$ cat config.mk
export PLATFORM = sky130hd
export DESIGN_NAME = mips_fetch_unit
export DESIGN_NICKNAME = d
export VERILOG_FILES = /design/src/rtl/mips_fetch_unit.sv
export SDC_FILE = /design/constraint.sdc
export NUM_CORES = 1
export LEC_CHECK = 0
export BUFFER_PORTS_ARGS = -buffer_cell sky130_fd_sc_hd__buf_2
export CORE_MARGIN = 4
export CORE_UTILIZATION = 40
export CTS_CLUSTER_DIAMETER = 150
export DETAILED_ROUTE_END_ITERATION = 8
export HOLD_SLACK_MARGIN = 0.02
export PLACE_DENSITY = 0.64
export SYNTH_ARGS = -nofsm -noshare
export SYNTH_HDL_FRONTEND = slang
export SYNTH_SLANG_ARGS = --single-unit
$ cat constraint.sdc
create_clock -name clk -period 3.3 [get_ports clk]
set_input_delay 0.66 -clock clk [delete_from_list [all_inputs] [get_ports clk]]
set_output_delay 0.66 -clock clk [all_outputs]
set_load 0.1 [all_outputs]
$ cat src/rtl/mips_fetch_unit.sv
// Instruction-fetch front end: credit-limited request issue toward instruction
// memory, in-order response capture into a prefetch queue, and redirect flush.
module mips_fetch_unit #(
  parameter logic [31:0] RESET_PC        = 32'h0000_0000,
  parameter int unsigned FIFO_DEPTH      = 4,
  parameter int unsigned MAX_OUTSTANDING = 2
) (
  input  logic        clk,
  input  logic        rst,
  output logic        Inst_Req_Valid,
  input  logic        Inst_Req_Ready,
  output logic [31:0] Inst_Addr,
  input  logic        Inst_Resp_Valid,
  output logic        Inst_Resp_Ready,
  input  logic [31:0] Instruction,
  input  logic        Redirect_Valid,
  input  logic [31:0] Redirect_PC,
  output logic        Out_Valid,
  input  logic        Out_Ready,
  output logic [31:0] Out_PC,
  output logic [31:0] Out_Instruction
);

  localparam int unsigned CW = $clog2(FIFO_DEPTH + 1);
  localparam int unsigned OW = $clog2(MAX_OUTSTANDING + 1);
  localparam int unsigned AW = (FIFO_DEPTH > 1) ? $clog2(FIFO_DEPTH) : 1;
  localparam int unsigned SW = CW + 1;

  logic [31:0]   fetch_pc_q, fetch_pc_d;
  logic [31:0]   resp_pc_q, resp_pc_d;
  logic [CW-1:0] count_q, count_d;
  logic [OW-1:0] outstanding_q, outstanding_d;
  logic [OW-1:0] discard_q, discard_d;
  logic [AW-1:0] rd_ptr_q, rd_ptr_d;
  logic [AW-1:0] wr_ptr_q, wr_ptr_d;
  logic [31:0]   q_pc_q   [FIFO_DEPTH];
  logic [31:0]   q_pc_d   [FIFO_DEPTH];
  logic [31:0]   q_inst_q [FIFO_DEPTH];
  logic [31:0]   q_inst_d [FIFO_DEPTH];

  logic          req_fire;
  logic          resp_acc;
  logic          push;
  logic          pop;
  logic [SW-1:0] occupancy;

  // In-flight requests reserve a queue slot, so an accepted response always fits.
  assign occupancy       = SW'(outstanding_q) + SW'(count_q);
  assign Inst_Req_Valid  = rst & ~Redirect_Valid
                         & (outstanding_q < OW'(MAX_OUTSTANDING))
                         & (occupancy < SW'(FIFO_DEPTH));
  assign Inst_Addr       = fetch_pc_q;
  assign Inst_Resp_Ready = 1'b1;
  assign req_fire        = Inst_Req_Valid & Inst_Req_Ready;
  assign resp_acc        = Inst_Resp_Valid;
  assign push            = resp_acc & (discard_q == '0) & ~Redirect_Valid;
  assign Out_Valid       = rst & (count_q != '0);
  assign pop             = Out_Valid & Out_Ready;
  assign Out_PC          = q_pc_q[rd_ptr_q];
  assign Out_Instruction = q_inst_q[rd_ptr_q];

  always_comb begin
    fetch_pc_d    = fetch_pc_q;
    resp_pc_d     = resp_pc_q;
    count_d       = count_q;
    outstanding_d = outstanding_q;
    discard_d     = discard_q;
    rd_ptr_d      = rd_ptr_q;
    wr_ptr_d      = wr_ptr_q;
    q_pc_d        = q_pc_q;
    q_inst_d      = q_inst_q;

    if (Redirect_Valid) begin
      // Every request still unanswered after this cycle is stale.
      fetch_pc_d    = {Redirect_PC[31:2], 2'b00};
      resp_pc_d     = {Redirect_PC[31:2], 2'b00};
      count_d       = '0;
      rd_ptr_d      = '0;
      wr_ptr_d      = '0;
      outstanding_d = outstanding_q - OW'(Inst_Resp_Valid);
      discard_d     = outstanding_q - OW'(Inst_Resp_Valid);
    end else begin
      if (req_fire) begin
        fetch_pc_d = fetch_pc_q + 32'd4;
      end
      case ({req_fire, resp_acc})
        2'b10:   outstanding_d = outstanding_q + OW'(1);
        2'b01:   outstanding_d = outstanding_q - OW'(1);
        default: outstanding_d = outstanding_q;
      endcase
      if (resp_acc && (discard_q != '0)) begin
        discard_d = discard_q - OW'(1);
      end
      if (push) begin
        q_pc_d[wr_ptr_q]   = resp_pc_q;
        q_inst_d[wr_ptr_q] = Instruction;
        wr_ptr_d           = wr_ptr_q + AW'(1);
        resp_pc_d          = resp_pc_q + 32'd4;
      end
      if (pop) begin
        rd_ptr_d = rd_ptr_q + AW'(1);
      end
      case ({push, pop})
        2'b10:   count_d = count_q + CW'(1);
        2'b01:   count_d = count_q - CW'(1);
        default: count_d = count_q;
      endcase
    end
  end

  always_ff @(posedge clk) begin
    if (!rst) begin
      fetch_pc_q    <= RESET_PC;
      resp_pc_q     <= RESET_PC;
      count_q       <= '0;
      outstanding_q <= '0;
      discard_q     <= '0;
      rd_ptr_q      <= '0;
      wr_ptr_q      <= '0;
    end else begin
      fetch_pc_q    <= fetch_pc_d;
      resp_pc_q     <= resp_pc_d;
      count_q       <= count_d;
      outstanding_q <= outstanding_d;
      discard_q     <= discard_d;
      rd_ptr_q      <= rd_ptr_d;
      wr_ptr_q      <= wr_ptr_d;
    end
  end

  always_ff @(posedge clk) begin
    q_pc_q   <= q_pc_d;
    q_inst_q <= q_inst_d;
  end

  a_count_max: assert property (@(posedge clk) disable iff (!rst)
    count_q <= CW'(FIFO_DEPTH));
  a_outstanding_max: assert property (@(posedge clk) disable iff (!rst)
    outstanding_q <= OW'(MAX_OUTSTANDING));
  a_discard_le_out: assert property (@(posedge clk) disable iff (!rst)
    discard_q <= outstanding_q);
  a_no_orphan_resp: assert property (@(posedge clk) disable iff (!rst)
    !(Inst_Resp_Valid && (outstanding_q == '0)));

endmodule

==> impl_metrics.py, run 1 <==
metrics = {
    "outcome": {
        "status": "finished clean",
    },
    "setup_path": {
        "cpLargestDelayFamily": "buffers and inverters",
        "end_kind": "primary output",
        "timing.rr.start": "outstanding_q[1]$_SDFFE_PN0P_",
        "crit_required_ns": 2.64,
        "critPathMaxStageDelay_ns": 0.60,
        "cpMaxStageDelayCell": "dfxtp_4",
        "reg2reg_depth": 7,
        "path_buf_inv": 2,
        "critPathLaunchType": "register",
        "r2r_slack_ns": 0.84,
        "startpoint": "rd_ptr_q[0]$_SDFFE_PP0P_",
        "r2r-end": "Inst_Addr[28]$_SDFFE_PN0P_",
        "path_cells": "buf_12, mux4_2, buf_2",
        "worstPathMaxFanout": 29,
        "crit_type": "reg -> out",
        "critPathArrivalTime_ns": 2.30,
    },
    "cells_and_area": {
        "drive_gt1_share_pct": 30.2,
        "finish.instance_area_sq_um": 15300,
        "final_util_pct": 48.3,
        "nets": 1078,
        "syn_to_final_growth_pct": 18.8,
        "antenna_cells": 0,
    },
    "sta": {
        "fin_crit_ns": 2.96,
        "slew_viol_final": 0,
        "relSlewSlack_pct": 55.4,
        "fin_setup_tns_ns": 0,
        "finalSetupViolations": 0,
        "hold_viol": 0,
        "rsz0062_at_grt": "no",
        "tightestPinTransition_ns": 0.668,
        "finalClockSkew_ns": 0.0128,
        "fmax_mhz": 338,
        "period_share_pct": 89.6,
    },
    "clocking": {
        "cts_buffers": 35,
        "cts_tree": "done",
        "cts_resized": 0,
        "worstSkewPairLatency_ns": 0.50,
        "cts.clk_slew.worst_paths_ns": 0.06,
        "post_cts_buffers": 0,
        "clockRootBuffer": "clkbuf_16",
        "clock_sinks": 319,
        "clock_path_buffers": 3,
        "h-tree-depth": 2,
        "cts_hold_buf": 0,
    },
    "grt": {
        "grt_pass1_vias": 7828,
        "antenna_found_initial": 0,
        "grt_overflow_total": 0,
        "track_usage_pct": 15.3,
        "grt_first_pass_wirelength_mm": 43.6,
        "grt_max_degree": 73,
    },
    "synthesis": {
        "yosysUniqueCellTypes": 57,
        "yosys_warnings": 0,
        "yosysTopAreaCell": "edfxtp_1",
        "synth_top_area_share_pct": 57.9,
        "avgSynthCellArea_sq_um": 15.7,
        "ys_ff_latch": 319,
        "synth-async-reset-ratio_pct": 0,
        "yosysMostFrequentCell": "edfxtp_1",
        "yosysSeqAreaShare_pct": 68.9,
        "syn_area_sq_um": 12900,
        "synth_area_leaders": "edfxtp_1, dfxtp_1, mux4_2",
        "synth_edf_count": 248,
        "synth_common_cells": "edfxtp_1, dfxtp_1, mux4_2",
        "ys.flop_type": "edfxtp_1",
        "synth_cells": 821,
    },
    "pwr": {
        "pwr-share-seq_pct": 50.6,
        "ir_worst_vdd_uv": 333,
        "power_switching_mw": 2.27,
        "swShare_pct": 25.2,
        "p_int_mw": 6.74,
        "p_per_area_nw_per_um2": 589,
        "p_leak_nw": 5.20,
        "p_clk_share_pct": 39.2,
        "combPwrFrac_pct": 10.2,
    },
    "die": {
        "die_area_sq_um": 35100,
        "die-width_um": 187,
        "row_count": 65,
        "coreArea_sq_um": 31600,
        "die_h_um": 187,
        "num_io_pins": 169,
        "start_util_pct": 40.7,
    },
    "min_path": {
        "hp-class": "in -> reg",
        "min_to": "q_inst_q[24]$_DFFE_PP_",
        "hold_depth": 1,
        "hp-start": "Instruction[24]",
    },
    "placement": {
        "hpwl_mm": 18.1,
        "port_buffers": 161,
        "gp_congestion": 0.835,
        "post_dp_cell_area_sq_um": 14300,
    },
    "detailed_routing": {
        "via_per_inst": 5.39,
        "post_drt_wl_per_cell_um": 19.2,
        "drcViolationCount": 0,
        "via_count": 7657,
        "ant_nets": 0,
        "wirelength_mm": 27.2,
        "drt_iter0_markers": 543,
        "drt_pass1_iterations": 5,
    },
    "flow_run": {
        "drv_cap": 0,
    },
}
## per-layer routing
metal,up-vias,global-route usage (%),share of wire [%]
met5,-,0,0
met4,0,3.67,1.7
met3,41,2.89,6.1
met2,265,24.4,46
met1,3769,22.1,46
li1,3582,-,-
## worst max path at each step
stage / end / slack (ns) / cells after the start
detailed placement: Inst_Req_Valid / 0.64 / 5
global placement: Inst_Req_Valid / 0.63 / 5
floorplan: q_inst_q[0]$_DFFE_PP_ / 0.18 / 4
CTS: Out_Instruction[10] / 0.27 / 3
finish: Out_Instruction[7] / 0.34 / 3
global route: Out_Instruction[27] / 0.22 / 3
## layout make-up
cell class | count | area [sq um]
Tap cell | 402 | 503
Sequential cell | 319 | 8880
Multi-Input combinational cell | 443 | 3760
Fill cell | 2712 | 16300
Clock inverter | 10 | 43.8
Inverter | 15 | 56.3
Timing Repair Buffer | 183 | 1060
Clock buffer | 48 | 992
## state kept, by name (all words and copies together), names as in the netlist
name,count
outstanding_q,2
q_pc_q,120
q_inst_q,128
Inst_Addr,30
resp_pc_q,30
rd_ptr_q,2
wr_ptr_q,2
count_q,3
discard_q,2
## stage by stage
| step | worst slack [ns] | cells | hold WS [ns] | power [mW] |
|---|---|---|---|---|
| final | 0.342 | 1420 | 0.380 | 9.01 |
| after global routing | 0.219 | 1420 | 0.361 | 9.35 |
| after CTS | 0.268 | 1420 | 0.354 | 9.12 |
| after detailed placement | 0.637 | 1362 | 0.504 | 5.57 |
| after global placement | 0.629 | 1362 | 0.486 | 5.55 |
| after floorplan | 0.178 | 824 | 0.469 | 5.34 |
## power groups by stage
stage / sequential (mW) / clock, mW / combinational, mW
floorplan: 4.77 / 0 / 0.576
global placement: 4.64 / 0 / 0.916
detailed placement: 4.65 / 0 / 0.923
CTS: 4.56 / 3.64 / 0.924
global route: 4.58 / 3.80 / 0.969
finish: 4.56 / 3.53 / 0.918
## layout by cell type, fill, tap and decap left out, types with 4 or more instances in the layout
| master | netlist | final |
|---|---|---|
| clkbuf_16 | 0 | 38 |
| nor4_1 | 4 | 4 |
| and2_1 | 8 | 4 |
| nor3_1 | 7 | 7 |
| dfxtp_1 | 71 | 69 |
| and4_1 | 5 | 5 |
| conb_1 | 2 | 5 |
| nand2_1 | 39 | 39 |
| mux4_2 | 62 | 62 |
| a31oi_1 | 20 | 20 |
| buf_12 | 0 | 7 |
| a211oi_1 | 4 | 4 |
| o21ai_0 | 44 | 44 |
| nor2_1 | 31 | 31 |
| xor2_1 | 28 | 28 |
| clkinv_1 | 1 | 6 |
| and2_4 | 0 | 4 |
| a21oi_1 | 50 | 50 |
| clkinv_2 | 0 | 5 |
| or3_1 | 7 | 7 |
| buf_4 | 5 | 15 |
| and3_1 | 11 | 11 |
| clkbuf_1 | 27 | 9 |
| xnor2_1 | 15 | 15 |
| a41oi_1 | 5 | 5 |
| buf_2 | 14 | 161 |
| nand4_1 | 24 | 24 |
| nand3_1 | 27 | 27 |
| ha_1 | 10 | 10 |
| edfxtp_1 | 248 | 248 |
| inv_1 | 13 | 13 |
## cells by family (layout without fill, tap and decap cells)
group,Yosys count,in the layout,share of synthesized area [%]
buf+inv,62,256,2.10
flops,319,319,68.9
other cells,2,5,0.0583
xor+xnor,43,43,2.93
mux,63,63,10.9
compound gates,137,137,6.12
simple gates,184,184,7.84
fa+ha+maj,11,11,1.13
Power figures use the tool's default switching activity.
==> run 2, diff against run 1 <==
Settings changed: CELL_PAD_IN_SITES_DETAIL_PLACEMENT from default to 0, CELL_PAD_IN_SITES_GLOBAL_PLACEMENT from default to 1, CORE_UTILIZATION 40 to 43, HOLD_SLACK_MARGIN 0.02 to default, PLACE_DENSITY 0.64 to 0.78.
==> run 2 against run 1 <==
Effect of this change: final area rose by 1.2%; wire length barely moved; final cell count fell by 0.99%; non-clock buffer count fell by 5; die area fell by 6.7%; register-to-register slack got worse by 0.03 ns; count of clock-buffer cells in the layout fell by 6; critical path type unchanged; highest routed layer unchanged.
==> impl_metrics.py, run 2 (synthesis results as in run 1) <==
metrics = {
    "outcome": {
        "status": "finished clean",
    },
    "sta": {
        "slew_viol_final": 0,
        "hold_viol": 0,
        "period_share_pct": 90.9,
        "fin_crit_ns": 3.00,
        "tightestPinTransition_ns": 1.19,
        "finalSetupViolations": 0,
        "worst_slack_ns": 0.299,
        "finalClockSkew_ns": 0.0165,
        "rsz0062_at_grt": "no",
        "fmax_mhz": 333,
        "relSlewSlack_pct": 20.5,
        "fin_setup_tns_ns": 0,
    },
    "min_path": {
        "hp-class": "in -> reg",
    },
    "setup_path": {
        "critPathLaunchType": "register",
        "worstPathMaxFanout": 8,
        "path_cells": "ha_1, a311oi_2, nor3b_2, buf_2",
        "cpLargestDelayFamily": "flip-flops",
        "critPathArrivalTime_ns": 2.34,
        "crit_required_ns": 2.64,
        "path_buf_inv": 1,
        "cpMaxStageDelayCell": "dfxtp_1",
        "critPathMaxStageDelay_ns": 0.48,
        "crit_type": "reg -> out",
        "end_kind": "primary output",
    },
    "clocking": {
        "clock_sinks": 319,
        "cts_tree": "done",
        "h-tree-depth": 2,
        "cts_buffers": 34,
        "post_cts_buffers": 0,
        "cts_resized": 0,
        "cts_hold_buf": 0,
        "worstSkewPairLatency_ns": 0.51,
        "clock_path_buffers": 3,
        "clockRootBuffer": "clkbuf_16",
        "cts.clk_slew.worst_paths_ns": 0.06,
    },
    "placement": {
        "gp_congestion": 0.789,
        "place_ws_ns": 0.622,
        "port_buffers": 161,
        "hpwl_mm": 16.9,
        "dp.cells": 1345,
    },
    "cells_and_area": {
        "top_register": "q_inst_q",
        "syn_to_final_growth_pct": 20.2,
        "nets": 1072,
        "antenna_cells": 0,
        "stdcell_count": 1406,
        "final_cell_mix": "edfxtp_1, buf_2, dfxtp_1",
        "reg_top3": "q_inst_q (128), q_pc_q (120)",
        "mostFrequentLayoutCell": "edfxtp_1",
        "drive_gt1_share_pct": 30.9,
        "largest_reg_flops": 128,
    },
    "pwr": {
        "p_leak_nw": 5.28,
        "p_per_area_nw_per_um2": 628,
        "design_power_total_mw": 9.72,
        "ir_worst_vdd_uv": 368,
    },
    "detailed_routing": {
        "post_drt_wl_per_cell_um": 19.4,
        "wirelength_mm": 27.2,
        "drcViolationCount": 0,
        "ant_nets": 0,
        "via_per_inst": 5.43,
        "via_count": 7633,
        "drt_iter0_markers": 574,
        "drt_pass1_iterations": 4,
    },
    "die": {
        "die_area_sq_um": 32800,
        "start_util_pct": 43.5,
        "die_h_um": 181,
        "row_count": 63,
        "die-width_um": 181,
        "num_io_pins": 169,
        "coreArea_sq_um": 29600,
    },
    "grt": {
        "grt_max_degree": 73,
        "grt_pass1_vias": 7749,
        "track_usage_pct": 16.7,
        "grt_first_pass_wirelength_mm": 43.9,
        "antenna_found_initial": 0,
        "grt_overflow_total": 0,
    },
    "flow_run": {
        "drv_cap": 0,
    },
}
==> run 2: per-stage QoR <==
stage | utilization [%] | hold slack [ns] | area [sq um]
after detailed placement | 48.0 | 0.495 | 14200
after global placement | 48.0 | 0.495 | 14200
final | 52.4 | 0.372 | 15500
after CTS | 52.4 | 0.350 | 15500
after global routing | 52.4 | 0.350 | 15500
after floorplan | - | 0.469 | 12900
==> run 2: final cells by class <==
type	instances	area [sq um]
inverters	15	56.3
clock buffers	42	966
well taps	390	488
multi-input cells	443	3750
flip-flops and latches	319	8870
clock inverters	19	319
repair buffers	178	1020
fillers	2464	14100
==> run 2: path summary, 6_finish.rpt <==
path,start,to,slack (ns),cells past startpoint
worst min register to register,wr_ptr_q[1]$_SDFFE_PP0P_,wr_ptr_q[1]$_SDFFE_PP0P_,0.50,2
worst max-delay path,outstanding_q[1]$_SDFFE_PN0P_,Inst_Req_Valid,0.30,4
worst max register to register,outstanding_q[1]$_SDFFE_PN0P_,Inst_Addr[17]$_SDFFE_PN0P_,0.81,6
worst min-delay path,Instruction[4],q_inst_q[4]$_DFFE_PP_,0.37,1
==> run 2: worst register-to-register path, cell delays in order, from the launching register on <==
cell	delay [ns]
dfxtp_1	0.39
ha_1	0.32
a311oi_2	0.13
and4b_1	0.23
nor2_1	0.89
o21ai_0	0.25
a31oi_1	0.20
==> run 2: metal layers <==
layer / GRT usage [%] / vias up / wire length [um]
met3: 3.58 / 22 / 1810
li1: - / 3576 / -
met1: 25.0 / 3752 / 12500
met4: 3.21 / 0 / 327
met2: 25.8 / 283 / 12600
met5: 0 / - / 0
==> run 2: where the power goes <==
group,internal (mW),switching [mW]
Clock,2.73,1.52
Combinational,0.196,0.718
Sequential,4.45,0.110
Total,7.37,2.35
==> run 3, diff against run 2 <==
Settings changed: CELL_PAD_IN_SITES_DETAIL_PLACEMENT 0 to 1, CORE_ASPECT_RATIO from default to 1.1, CORE_MARGIN 4 to 2.
==> run 3 against run 2 <==
Effect of this change: critical path depth did not move; combinational power rose by 0.9%; hold slack got worse by 0.046 ns; die area fell by 4.4%; non-clock buffer count rose by 2; sequential share of layout area rose by 0.81 points; highest routed layer unchanged.
==> impl_metrics.py, run 3 (synthesis results as in run 1) <==
metrics = {
    "die": {
        "die_h_um": 185,
        "die_area_sq_um": 31300,
        "coreArea_sq_um": 29500,
        "row_count": 66,
        "die-width_um": 169,
        "start_util_pct": 43.7,
        "num_io_pins": 169,
    },
    "placement": {
        "hpwl_mm": 18.5,
        "port_buffers": 161,
        "gp_congestion": 0.777,
        "post_dp_cell_area_sq_um": 14200,
    },
    "setup_path": {
        "critPathMaxStageDelay_ns": 0.48,
        "end_kind": "primary output",
        "critPathArrivalTime_ns": 2.33,
        "cpMaxStageDelayCell": "dfxtp_1",
        "path_buf_inv": 1,
        "worstPathMaxFanout": 8,
        "cpLargestDelayFamily": "flip-flops",
        "crit_required_ns": 2.64,
        "path_cells": "ha_1, a311oi_2, nor3b_2, buf_2",
        "crit_type": "reg -> out",
        "critPathLaunchType": "register",
    },
    "clocking": {
        "h-tree-depth": 1,
        "worstSkewPairLatency_ns": 0.55,
        "cts_hold_buf": 0,
        "cts_resized": 0,
        "post_cts_buffers": 0,
        "clock_sinks": 319,
        "cts.clk_slew.worst_paths_ns": 0.06,
        "cts_tree": "done",
        "cts_buffers": 31,
        "clockRootBuffer": "clkbuf_16",
        "clock_path_buffers": 3,
    },
    "cells_and_area": {
        "top_register": "q_inst_q",
        "final_cell_mix": "edfxtp_1, buf_2, dfxtp_1",
        "syn_to_final_growth_pct": 18.6,
        "nets": 1071,
        "mostFrequentLayoutCell": "edfxtp_1",
        "reg_top3": "q_inst_q (128), q_pc_q (120)",
        "drive_gt1_share_pct": 30.2,
        "largest_reg_flops": 128,
        "finish.instance_area_sq_um": 15300,
    },
    "detailed_routing": {
        "wirelength_mm": 28.7,
        "ant_nets": 0,
        "via_count": 7748,
        "drt_iter0_markers": 463,
        "drcViolationCount": 0,
        "drt_pass1_iterations": 4,
        "via_per_inst": 5.58,
        "post_drt_wl_per_cell_um": 20.7,
    },
    "sta": {
        "relSlewSlack_pct": 17.8,
        "period_share_pct": 90.6,
        "finalClockSkew_ns": 0.0122,
        "hold_viol": 0,
        "finalSetupViolations": 0,
        "fmax_mhz": 335,
        "rsz0062_at_grt": "no",
        "tightestPinTransition_ns": 1.23,
        "fin_crit_ns": 2.99,
        "fin_setup_tns_ns": 0,
        "slew_viol_final": 0,
    },
    "grt": {
        "grt_overflow_total": 0,
        "grt_first_pass_wirelength_mm": 44.9,
        "antenna_found_initial": 1,
        "grt_pass1_vias": 8091,
        "track_usage_pct": 18.2,
        "grt_max_degree": 73,
    },
    "outcome": {
        "status": "finished clean",
    },
    "flow_run": {
        "drv_cap": 0,
    },
    "pwr": {
        "p_leak_nw": 5.19,
        "ir_worst_vdd_uv": 371,
        "design_power_total_mw": 9.14,
        "p_per_area_nw_per_um2": 599,
    },
    "min_path": {
        "hp-class": "in -> reg",
    },
}
run 3: cell count changes in the layout (fill, tap and decap cells not counted), sizes merged:
cell      previous run  this run
clkinvlp             3         2
clkinv               7        13
bufinv               8         6
diode                0         1
clkbuf              42        36
inv                 16        14
buf                178       180
run 3: final cells by class:
cell class                      instances  area (sq um)
Antenna cell                            1          2.50
Sequential cell                       319          8870
Clock buffer                           36           795
Multi-Input combinational cell        443          3750
Fill cell                            2859         14200
Tap cell                              374           468
Inverter                               15          56.3
Timing Repair Buffer                  180          1060
Clock inverter                         20           253
run 3: routing by layer:
layer | wire, um | GRT usage (%) | vias up
met5 | 0 | 0 | -
met3 | 1610 | 2.81 | 41
met1 | 13000 | 25.5 | 3896
met2 | 13600 | 30.0 | 245
met4 | 569 | 4.86 | 0
li1 | - | - | 3566
run 3: worst reg2reg max path: cells and delay by family, from the launching register on:
| family | cells | cell delay [ns] |
|---|---|---|
| and+or+nand+nor | 2 | 1.15 |
| DFF | 1 | 0.39 |
| AOI/OAI and AO/OA | 3 | 0.58 |
| adders and majority gates | 1 | 0.32 |
run 3: worst paths after layout:
| check | slack, ns | to | start | cells after the start |
|---|---|---|---|---|
| hold / removal | 0.33 | q_inst_q[4]$_DFFE_PP_ | Instruction[4] | 1 |
| hold reg to reg | 0.51 | wr_ptr_q[1]$_SDFFE_PP0P_ | wr_ptr_q[1]$_SDFFE_PP0P_ | 2 |
| setup / recovery | 0.31 | Inst_Req_Valid | outstanding_q[1]$_SDFFE_PN0P_ | 4 |
| setup reg to reg | 0.78 | Inst_Addr[23]$_SDFFE_PN0P_ | outstanding_q[1]$_SDFFE_PN0P_ | 6 |
run 3: metrics by stage:
stage               utilization, %  setup slack, ns  hold slack [ns]  cells
finish                        51.8            0.311            0.326   1388
global route                  51.8            0.158            0.313   1387
CTS                           51.8            0.265            0.304   1387
global placement              48.2            0.714            0.499   1331
detailed placement            48.2            0.678            0.508   1331
floorplan                        -            0.178            0.469    824
run 3: report_power, final:
part | internal, mW | leakage, nW | switching, mW
clock network | 2.18 | 0.508 | 1.47
registers | 4.45 | 2.85 | 0.114
logic | 0.196 | 1.83 | 0.724
